--- src/rtl/instr_encoder_loader_if.sv ---
// rtl/instr_encoder_loader_if.sv - request handshake and instruction-memory write bus
interface instr_encoder_loader_if #(
  parameter int ADDR_W = 6
);
  logic              req_valid;
  logic              req_ready;
  logic [2:0]        req_class;
  logic [2:0]        req_alu;
  logic [4:0]        req_rd;
  logic [4:0]        req_rs1;
  logic [4:0]        req_rs2;
  logic [11:0]       req_imm;
  logic              imem_we;
  logic [ADDR_W-1:0] imem_addr;
  logic [31:0]       imem_wdata;

  modport master (
    output req_valid, req_class, req_alu, req_rd, req_rs1, req_rs2, req_imm,
    input  req_ready, imem_we, imem_addr, imem_wdata
  );

  modport slave (
    input  req_valid, req_class, req_alu, req_rd, req_rs1, req_rs2, req_imm,
    output req_ready, imem_we, imem_addr, imem_wdata
  );
endinterface

--- src/rtl/instr_encoder_loader.sv ---
// rtl/instr_encoder_loader.sv - RV32I micro-op encoder and sequential instruction-memory loader
// Define ENCODER_CHECKSUM_EN to keep a running XOR of every written word.
module instr_encoder_loader #(
  parameter int ADDR_W = 6
) (
  input  logic                  clk,
  input  logic                  rst,
  instr_encoder_loader_if.slave bus,
  input  logic                  flush,
  output logic                  full,
  output logic                  err,
  output logic [ADDR_W:0]       count,
  output logic [31:0]           checksum
);
  localparam logic [ADDR_W:0] DEPTH = (ADDR_W+1)'(1) << ADDR_W;

  typedef enum logic [1:0] {IDLE, ENCODE, WRITE} state_t;

  state_t            state, state_nxt;
  logic              ready, we, accept, do_flush, do_load, do_err;
  logic [2:0]        cls_q, alu_q;
  logic [4:0]        rd_q, rs1_q, rs2_q;
  logic [11:0]       imm_q;
  logic [ADDR_W-1:0] ptr_q, addr_q;
  logic [ADDR_W:0]   count_q;
  logic [31:0]       word_q, word_c;
  logic              err_q, legal, alu_ok;
  logic [2:0]        f3;
  logic [6:0]        f7;

  // funct3/funct7 chosen so the core's ALU decoder maps back to the same ALUControl
  always_comb begin
    alu_ok = 1'b1;
    f3     = 3'b000;
    case (alu_q)
      3'b000, 3'b001: f3 = 3'b000;
      3'b010:         f3 = 3'b111;
      3'b011:         f3 = 3'b110;
      3'b101:         f3 = 3'b010;
      default:        alu_ok = 1'b0;
    endcase
    f7     = (alu_q == 3'b001) ? 7'b0100000 : 7'b0000000;
    legal  = 1'b1;
    word_c = '0;
    case (cls_q)
      3'b000: begin
        legal  = alu_ok;
        word_c = {f7, rs2_q, rs1_q, f3, rd_q, 7'b0110011};
      end
      3'b001: begin
        legal  = alu_ok && (alu_q != 3'b001);
        word_c = {imm_q, rs1_q, f3, rd_q, 7'b0010011};
      end
      3'b010: word_c = {imm_q, rs1_q, 3'b010, rd_q, 7'b0000011};
      3'b011: word_c = {imm_q[11:5], rs2_q, rs1_q, 3'b010, imm_q[4:0], 7'b0100011};
      3'b100: word_c = {imm_q[11], imm_q[9:4], rs2_q, rs1_q, 3'b000,
                        imm_q[3:0], imm_q[10], 7'b1100011};
      default: legal = 1'b0;
    endcase
  end

  always_ff @(posedge clk or negedge rst) begin
    if (!rst) state <= IDLE;
    else      state <= state_nxt;
  end

  always_comb begin
    state_nxt = state;
    ready     = 1'b0;
    we        = 1'b0;
    accept    = 1'b0;
    do_flush  = 1'b0;
    do_load   = 1'b0;
    do_err    = 1'b0;
    case (state)
      IDLE: begin
        ready = !full;
        if (flush) begin
          do_flush = 1'b1;
        end else if (bus.req_valid && !full) begin
          accept    = 1'b1;
          state_nxt = ENCODE;
        end
      end
      ENCODE: begin
        if (legal) begin
          do_load   = 1'b1;
          state_nxt = WRITE;
        end else begin
          do_err    = 1'b1;
          state_nxt = IDLE;
        end
      end
      WRITE: begin
        we        = 1'b1;
        state_nxt = IDLE;
      end
      default: state_nxt = IDLE;
    endcase
  end

  // addr/wdata are loaded only when a legal word is staged, so they hold between strobes
  always_ff @(posedge clk or negedge rst) begin
    if (!rst) begin
      cls_q   <= '0;
      alu_q   <= '0;
      rd_q    <= '0;
      rs1_q   <= '0;
      rs2_q   <= '0;
      imm_q   <= '0;
      ptr_q   <= '0;
      addr_q  <= '0;
      word_q  <= '0;
      count_q <= '0;
      err_q   <= 1'b0;
    end else begin
      if (accept) begin
        cls_q <= bus.req_class;
        alu_q <= bus.req_alu;
        rd_q  <= bus.req_rd;
        rs1_q <= bus.req_rs1;
        rs2_q <= bus.req_rs2;
        imm_q <= bus.req_imm;
      end
      if (do_load) begin
        word_q <= word_c;
        addr_q <= ptr_q;
      end
      if (do_err) err_q <= 1'b1;
      if (we) begin
        ptr_q   <= ptr_q + ADDR_W'(1);
        count_q <= count_q + (ADDR_W+1)'(1);
      end
      if (do_flush) begin
        ptr_q   <= '0;
        count_q <= '0;
        err_q   <= 1'b0;
      end
    end
  end

`ifdef ENCODER_CHECKSUM_EN
  logic [31:0] cksum_q;

  always_ff @(posedge clk or negedge rst) begin
    if (!rst)          cksum_q <= '0;
    else if (do_flush) cksum_q <= '0;
    else if (we)       cksum_q <= cksum_q ^ word_q;
  end

  assign checksum = cksum_q;
`else
  assign checksum = '0;
`endif

  assign full           = (count_q == DEPTH);
  assign err            = err_q;
  assign count          = count_q;
  assign bus.req_ready  = ready;
  assign bus.imem_we    = we;
  assign bus.imem_addr  = addr_q;
  assign bus.imem_wdata = word_q;
endmodule

--- src/flat_wrapper.sv ---
// flat-port wrapper written by rule: the top's interface ports become plain ports
module instr_encoder_loader_flat 
#(
  parameter int ADDR_W = 6
)
  (clk, rst, flush, full, err, count, checksum, bus_req_valid, bus_req_class, bus_req_alu, bus_req_rd, bus_req_rs1, bus_req_rs2, bus_req_imm, bus_req_ready, bus_imem_we, bus_imem_addr, bus_imem_wdata);
  instr_encoder_loader_if #(.ADDR_W(ADDR_W)) bus_i ();
  input  logic clk;
  input  logic rst;
  input  logic flush;
  output logic full;
  output logic err;
  output logic [ADDR_W:0] count;
  output logic [31:0] checksum;
  input wire logic [$bits(bus_i.req_valid)-1:0] bus_req_valid;
  input wire logic [$bits(bus_i.req_class)-1:0] bus_req_class;
  input wire logic [$bits(bus_i.req_alu)-1:0] bus_req_alu;
  input wire logic [$bits(bus_i.req_rd)-1:0] bus_req_rd;
  input wire logic [$bits(bus_i.req_rs1)-1:0] bus_req_rs1;
  input wire logic [$bits(bus_i.req_rs2)-1:0] bus_req_rs2;
  input wire logic [$bits(bus_i.req_imm)-1:0] bus_req_imm;
  output wire logic [$bits(bus_i.req_ready)-1:0] bus_req_ready;
  output wire logic [$bits(bus_i.imem_we)-1:0] bus_imem_we;
  output wire logic [$bits(bus_i.imem_addr)-1:0] bus_imem_addr;
  output wire logic [$bits(bus_i.imem_wdata)-1:0] bus_imem_wdata;
  assign bus_i.req_valid = bus_req_valid;
  assign bus_i.req_class = bus_req_class;
  assign bus_i.req_alu = bus_req_alu;
  assign bus_i.req_rd = bus_req_rd;
  assign bus_i.req_rs1 = bus_req_rs1;
  assign bus_i.req_rs2 = bus_req_rs2;
  assign bus_i.req_imm = bus_req_imm;
  assign bus_req_ready = bus_i.req_ready;
  assign bus_imem_we = bus_i.imem_we;
  assign bus_imem_addr = bus_i.imem_addr;
  assign bus_imem_wdata = bus_i.imem_wdata;
  instr_encoder_loader #(.ADDR_W(ADDR_W)) u_core (.clk(clk), .rst(rst), .bus(bus_i), .flush(flush), .full(full), .err(err), .count(count), .checksum(checksum));
endmodule
--- config.mk ---
export PLATFORM = sky130hd
export DESIGN_NAME = instr_encoder_loader_flat
export DESIGN_NICKNAME = d
export VERILOG_FILES = /design/src/rtl/instr_encoder_loader_if.sv /design/src/rtl/instr_encoder_loader.sv /design/src/flat_wrapper.sv
export SDC_FILE = /design/constraint.sdc
export NUM_CORES = 1
export LEC_CHECK = 0
export CAP_MARGIN = 5
export CORE_MARGIN = 8
export CORE_UTILIZATION = 49
export CTS_CLUSTER_DIAMETER = 40
export DETAILED_ROUTE_END_ITERATION = 8
export PLACE_DENSITY = 0.81
export SETUP_SLACK_MARGIN = 0.2
export SYNTH_ARGS = -nofsm -noshare
export SYNTH_HDL_FRONTEND = slang
export SYNTH_SLANG_ARGS = --single-unit
--- constraint.sdc ---
create_clock -name clk -period 2.57 [get_ports clk]
set_clock_uncertainty 0.1 [all_clocks]
set_input_delay 0.257 -clock clk [delete_from_list [all_inputs] [get_ports clk]]
set_output_delay 0.257 -clock clk [all_outputs]
set_load 0.005 [all_outputs]
Yosys cells after proc, flatten, opt, wreduce, memory -nomap -nowiden
Index checks and enable logic that the tools add are counted.
{ "op_classes": {"n_addsub": 2, "eq_ne": 14, "mux": 26, "reduce_logical": 11} }
{ "op_table": {"columns": ["op", "n"], "rows": [
  ["$pmux W32 S5", 1],
  ["$mux W6", 3],
  ["$mux W1", 14],
  ["$mux W7", 2],
  ["$eq A3 B2 Y1 const B", 4],
  ["$pmux W3 S3", 1],
  ["$add A7 B1 Y7 const B", 1],
  ["$eq A7 B7 Y1 const B", 1],
  ["$add A6 B1 Y6 const B", 1],
  ["$eq A3 B1 Y1 const B", 2],
  ["$eq A3 B3 Y1 const B", 2],
  ["$logic_not A3 Y1", 2],
  ["$mux W2", 3],
  ["$reduce_or A5 Y1", 1],
  ["$pmux W2 S2", 1],
  ["$reduce_bool A2 Y1", 2],
  ["$ne A3 B1 Y1 const B", 1],
  ["$pmux W1 S3", 1],
  ["$reduce_or A3 Y1", 1],
  ["$eq A2 B1 Y1 const B", 1],
  ["$eq A2 B2 Y1 const B", 1],
  ["$logic_and A1 B1 Y1", 2],
  ["$logic_not A2 Y1", 1],
  ["$ne A2 B1 Y1 const B", 1],
  ["other kinds (3)", 3]
]} }
{ "totals": {"register_bits": 87, "inputBits": 37, "output_inout_bits": 81, "word_cells": 65} }

Logic depth before layout (Yosys ltp)
{ "depth": {"depth_word": 9, "ltp_mapped": 7, "depth_no_buf": 5} }

Worst setup path after synthesis
OpenSTA, ideal clock, no wires.
{ "synth_path": {"path_type": "register -> register", "from": "register u_core.count_q[0], in the netlist u_core.count[0]", "to": "register u_core.alu_q[1]", "setup_ns": 0.125, "arrival_ns": 1.669, "required_time_ns": 2.345, "slack_ns": 0.676, "stages_incl_launch_ff": 8, "path_buffers": 2, "period_less_slack_ns": 1.894, "path_cell_list": "dfrtp_1 inv_1 ha_1 and3_4 nor4bb_4 buf_6 buf_6 mux2_4"} }
{ "synth_between": {"elab_chain_len": 6} }
{ "synth_lines": {"columns": ["item", "line", "rtl"], "rows": [
  ["start, declared", "instr_encoder_loader.sv:25", "logic [ADDR_W:0] count_q;"],
  ["start signal, assigned", "instr_encoder_loader.sv:132", "count_q <= count_q + (ADDR_W+1)'(1);"],
  ["$eq A7 B7 Y1", "instr_encoder_loader.sv:156", "assign full = (count_q == DEPTH);"],
  ["via full", "flat_wrapper.sv:11", "output logic full;"],
  ["$logic_not A1 Y1", "instr_encoder_loader.sv:80", "end else if (bus.req_valid && !full) begin"],
  ["$logic_and A1 B1 Y1", "instr_encoder_loader.sv:80", null],
  ["$mux W1", "instr_encoder_loader.sv:80", null],
  ["$mux W1", "instr_encoder_loader.sv:78", "if (flush) begin"],
  ["$mux W1", "instr_encoder_loader.sv:75", "case (state)"],
  ["end signal, assigned", "instr_encoder_loader.sv:119", "alu_q <= bus.req_alu;"],
  ["end, declared", "instr_encoder_loader.sv:21", "logic [2:0] cls_q, alu_q;"]
]} }
The timed path passes the listed nets, and every way through them passes these cells.
A chain may end at the register's enable or synchronous reset.

Worst setup path in the final report
{ "layout_path": {"from": "register u_core.count_q[3], in the netlist u_core.count[3]", "to": "output full"} }
{ "layout_between": {"elab_chain_len": 1} }
{ "layout_lines": {"columns": ["item", "line"], "rows": [
  ["$eq A7 B7 Y1", "instr_encoder_loader.sv:156"],
  ["end, declared", "flat_wrapper.sv:11"]
]} }
Every way passes these cells.

==> impl_metrics.py <==
metrics = {
    "routing": {
        "drt_iter0_drc": 89,
        "routed_via_density": 5.20,
        "wl_per_cell_um": 17.7,
        "dr_total_vias": 2823,
        "ant_nets": 0,
        "dr.pass1.iters": 4,
        "drc": 0,
        "drt_wl_total_um": 9610,
    },
    "place": {
        "gp_congestion": 0.781,
        "place.detailed.hpwl_um": 7030,
        "placed_area_um2": 5140,
        "placement.io_buffers": 83,
        "placed_cells": 526,
    },
    "synthesis": {
        "synth_xor_area_frac": 0.00201,
        "synth-compound-area-share": 0.0693,
        "ys_ff_latch": 84,
        "synth_cells": 349,
        "synth_area_um2": 4350,
        "synthAdderAreaFrac": 0.00862,
        "ys_seq_area_frac": 0.483,
        "synthMuxAreaShare": 0.240,
        "avgSynthCellArea_um2": 12.5,
        "synth_top_family_by_area": "multiplexers",
        "synthSimpleGateAreaFrac": 0.0966,
        "post_synth_num_cell_types": 37,
        "yosysWarnings": 0,
    },
    "setup_path": {
        "cp-start-kind": "register",
        "cp-end-kind": "primary output",
        "path_max_fanout": 6,
        "cp_top_family": "simple AND/OR/NAND/NOR gates",
        "cp_cell_sequence": "nor4_2 > and3_4 > clkdlybuf4s50_1",
        "critical_path_required_ns": 2.21,
        "slowest_stage": "clkdlybuf4s50_1",
        "critPathKind": "reg -> out",
        "critical_path_arrival_ns": 1.86,
        "critPathMaxStageDelay_ns": 0.50,
        "crit_buf_inv": 1,
    },
    "timing": {
        "min_period_ns": 2.22,
        "fmax_ghz": 0.451,
        "hold_viol": 0,
        "setup_violations": 0,
        "timing.final.max_slew_violations": 0,
        "rsz0062_at_grt": "no",
        "fin_tns_setup_ns": 0,
        "fin_crit_sh": 0.863,
        "worst_pin_slew_ns": 0.525,
        "slew_headroom": 0.649,
    },
    "clock_network": {
        "htree_num_levels": 3,
        "cts-root-buf": "clkbuf_8",
        "cts_sinks": 84,
        "clkSlewWorstSetupHoldPaths_ns": 0.09,
        "cts_tree": "done",
        "cts_buffers": 9,
        "cts_max_path_buffers": 2,
        "worstSkewPairLatency_ns": 0.35,
    },
    "grt": {
        "grt_pass1_vias": 2993,
        "globalRouteOverflowTotal": 0,
        "grt_max_degree": 51,
        "grt_pass1_wl_um": 15200,
        "grt.total_usage": 0.160,
        "antenna_found_initial": 0,
    },
    "layout": {
        "n_fill_cell": 696,
        "fin_cells": 543,
        "nNetsFinal": 470,
        "drive_gt1_frac": 0.230,
        "regArea_um2": 2100,
        "final_area_um2": 5350,
        "multi_input_area_um2": 1950,
        "final_util": 0.616,
        "syn2layout_area_growth_pct": 22.9,
        "diodes": 0,
    },
    "die": {
        "rows": 34,
        "die_area_um2": 12200,
        "fp.coreArea_um2": 8680,
        "io_pins": 118,
        "die_h_um": 110,
        "die_w_um": 110,
        "initial_utilization": 0.502,
    },
    "pwr": {
        "leakage_uw": 0.00254,
        "powerDensity_nw_per_um2": 865,
        "worst_ir_drop_vdd_mv": 0.439,
        "total_power_uw": 4630,
    },
    "status": {
        "status": "completed",
    },
    "run": {
        "maxCapViolCount": 0,
    },
    "hold_path": {
        "hp-class": "in -> async",
    },
}
## routing by layer
| layer | wire [µm] | vias up | track usage |
|---|---|---|---|
| met5 | 0 | - | 0 |
| met1 | 4080 | 1397 | 0.205 |
| met2 | 4620 | 101 | 0.254 |
| li1 | - | 1314 | - |
| met4 | 123 | 0 | 0.0609 |
| met3 | 775 | 11 | 0.0424 |
## per-stage QoR
| stage | hold WS, ns | setup slack (ns) |
|---|---|---|
| global route | 0.334 | 0.208 |
| detailed placement | 0.147 | 0.506 |
| floorplan | -0.139 | 0.676 |
| global placement | 0.141 | 0.528 |
| finish | 0.300 | 0.351 |
| CTS | 0.293 | 0.283 |
## report_power, final
group,switching [µW],internal (µW)
Combinational,604,1100
Clock,484,434
Sequential,320,1690
## placed cells by master, fill, tap and decap left out, types with 2 or more instances in the layout
cell type        instances
a32oi_1                  5
mux2i_1                  9
a21oi_1                 17
nand2_1                 20
nor2b_1                  7
mux2_2                  10
inv_1                    6
nand2b_1                 3
and3b_1                  5
buf_4                    7
clkinv_4                 2
clkinvlp_4               2
conb_1                  34
o21ai_0                 18
clkdlybuf4s50_1         82
clkbuf_8                12
nor2_1                   6
dfrtp_1                 84
and3_1                   5
buf_12                   3
ha_1                     3
mux2_4                  56
nand3_1                 14
nand4_1                  4
o22ai_1                  5
## logic make-up (layout without fill, tap and decap cells)
logic type,count (synthesis),count (layout)
muxes,75,75
xor gates and xnor gates,1,1
and+or+nand+nor,73,73
other,1,34
AOI/OAI and AO/OA,49,49
buffers and inverters,63,116
DFF,84,84
adders and majority gates,3,3
## final cells by class
type	instances	area share
clock buffer	12	0.0309
clock inverter	4	0.00608
multi-input combinational	235	0.364
timing repair buffer	93	0.176
inverter	7	0.00491
tap	108	0.0253
sequential	84	0.393
## final timing paths
check / start / to / slack [ns] / cells after the start
max in group asynchronous: rst / u_core.count[1]$_DFFE_PN0P_ / 1.45 / 3
max reg2reg: u_core.count[0]$_DFFE_PN0P_ / u_core.imm_q[11]$_DFFE_PN0P_ / 0.49 / 6
min in group clk: u_core.ptr_q[5]$_DFFE_PN0P_ / u_core.ptr_q[5]$_DFFE_PN0P_ / 0.38 / 1
min reg2reg: u_core.ptr_q[5]$_DFFE_PN0P_ / u_core.ptr_q[5]$_DFFE_PN0P_ / 0.38 / 1
min: rst / u_core.rd_q[4]$_DFFE_PN0P_ / 0.30 / 2
max: u_core.count[3]$_DFFE_PN0P_ / full / 0.35 / 3
## sequential cells by signal, summed over array words and instances (netlist names)
| signal | cells |
|---|---|
| u_core.bus.imem_wdata | 29 |
| u_core.err | 1 |
| u_core.count | 7 |
| u_core.alu_q | 3 |
| u_core.rd_q | 5 |
| u_core.bus.imem_addr | 6 |
| u_core.cls_q | 3 |
| u_core.ptr_q | 6 |
| u_core.imm_q | 12 |
| u_core.rs1_q | 5 |
| u_core.rs2_q | 5 |
| u_core.state | 2 |
## synth_stat cells (all sizes together)
cell type	instances	share of area
a31oi	1	0.0029
mux2i	9	0.021
a22o	1	0.0020
ha	3	0.0086
nand3	14	0.016
and3b	5	0.010
dfrtp	84	0.48
and3	6	0.0098
nor2b	7	0.010
clkbuf	7	0.0060
nor4bb	1	0.0057
xor2	1	0.0020
a32oi	5	0.010
o211ai	1	0.0049
or2	2	0.0029
nor3	1	0.0011
inv	7	0.0060
and2	1	0.0014
mux2	66	0.22
conb	1	0.00086
nand4	4	0.0057
nor2	6	0.0052
o21ai	18	0.021
a21oi	17	0.020
o31a	1	0.0020
nand2b	3	0.0043
nand2	21	0.020
and4bb	1	0.0029
nor4	1	0.0014
buf	49	0.088
o22ai	5	0.0072
## worst register-to-register path: stages, from the launching register on
cell and delay [ns]:
dfrtp_1 0.43, inv_1 0.07, ha_1 0.19, and3_4 0.16
nor4bb_4 0.31, buf_12 0.29, mux2_2 0.42
## what timing repair did
action	in CTS	in global routing
gates resized for setup	0	2
endpoints found under the hold margin	34	0
endpoints found under the setup margin	0	2
setup buffers	0	0
hold buffers	1	0
Note: power is estimated with default switching activity, not from simulation.
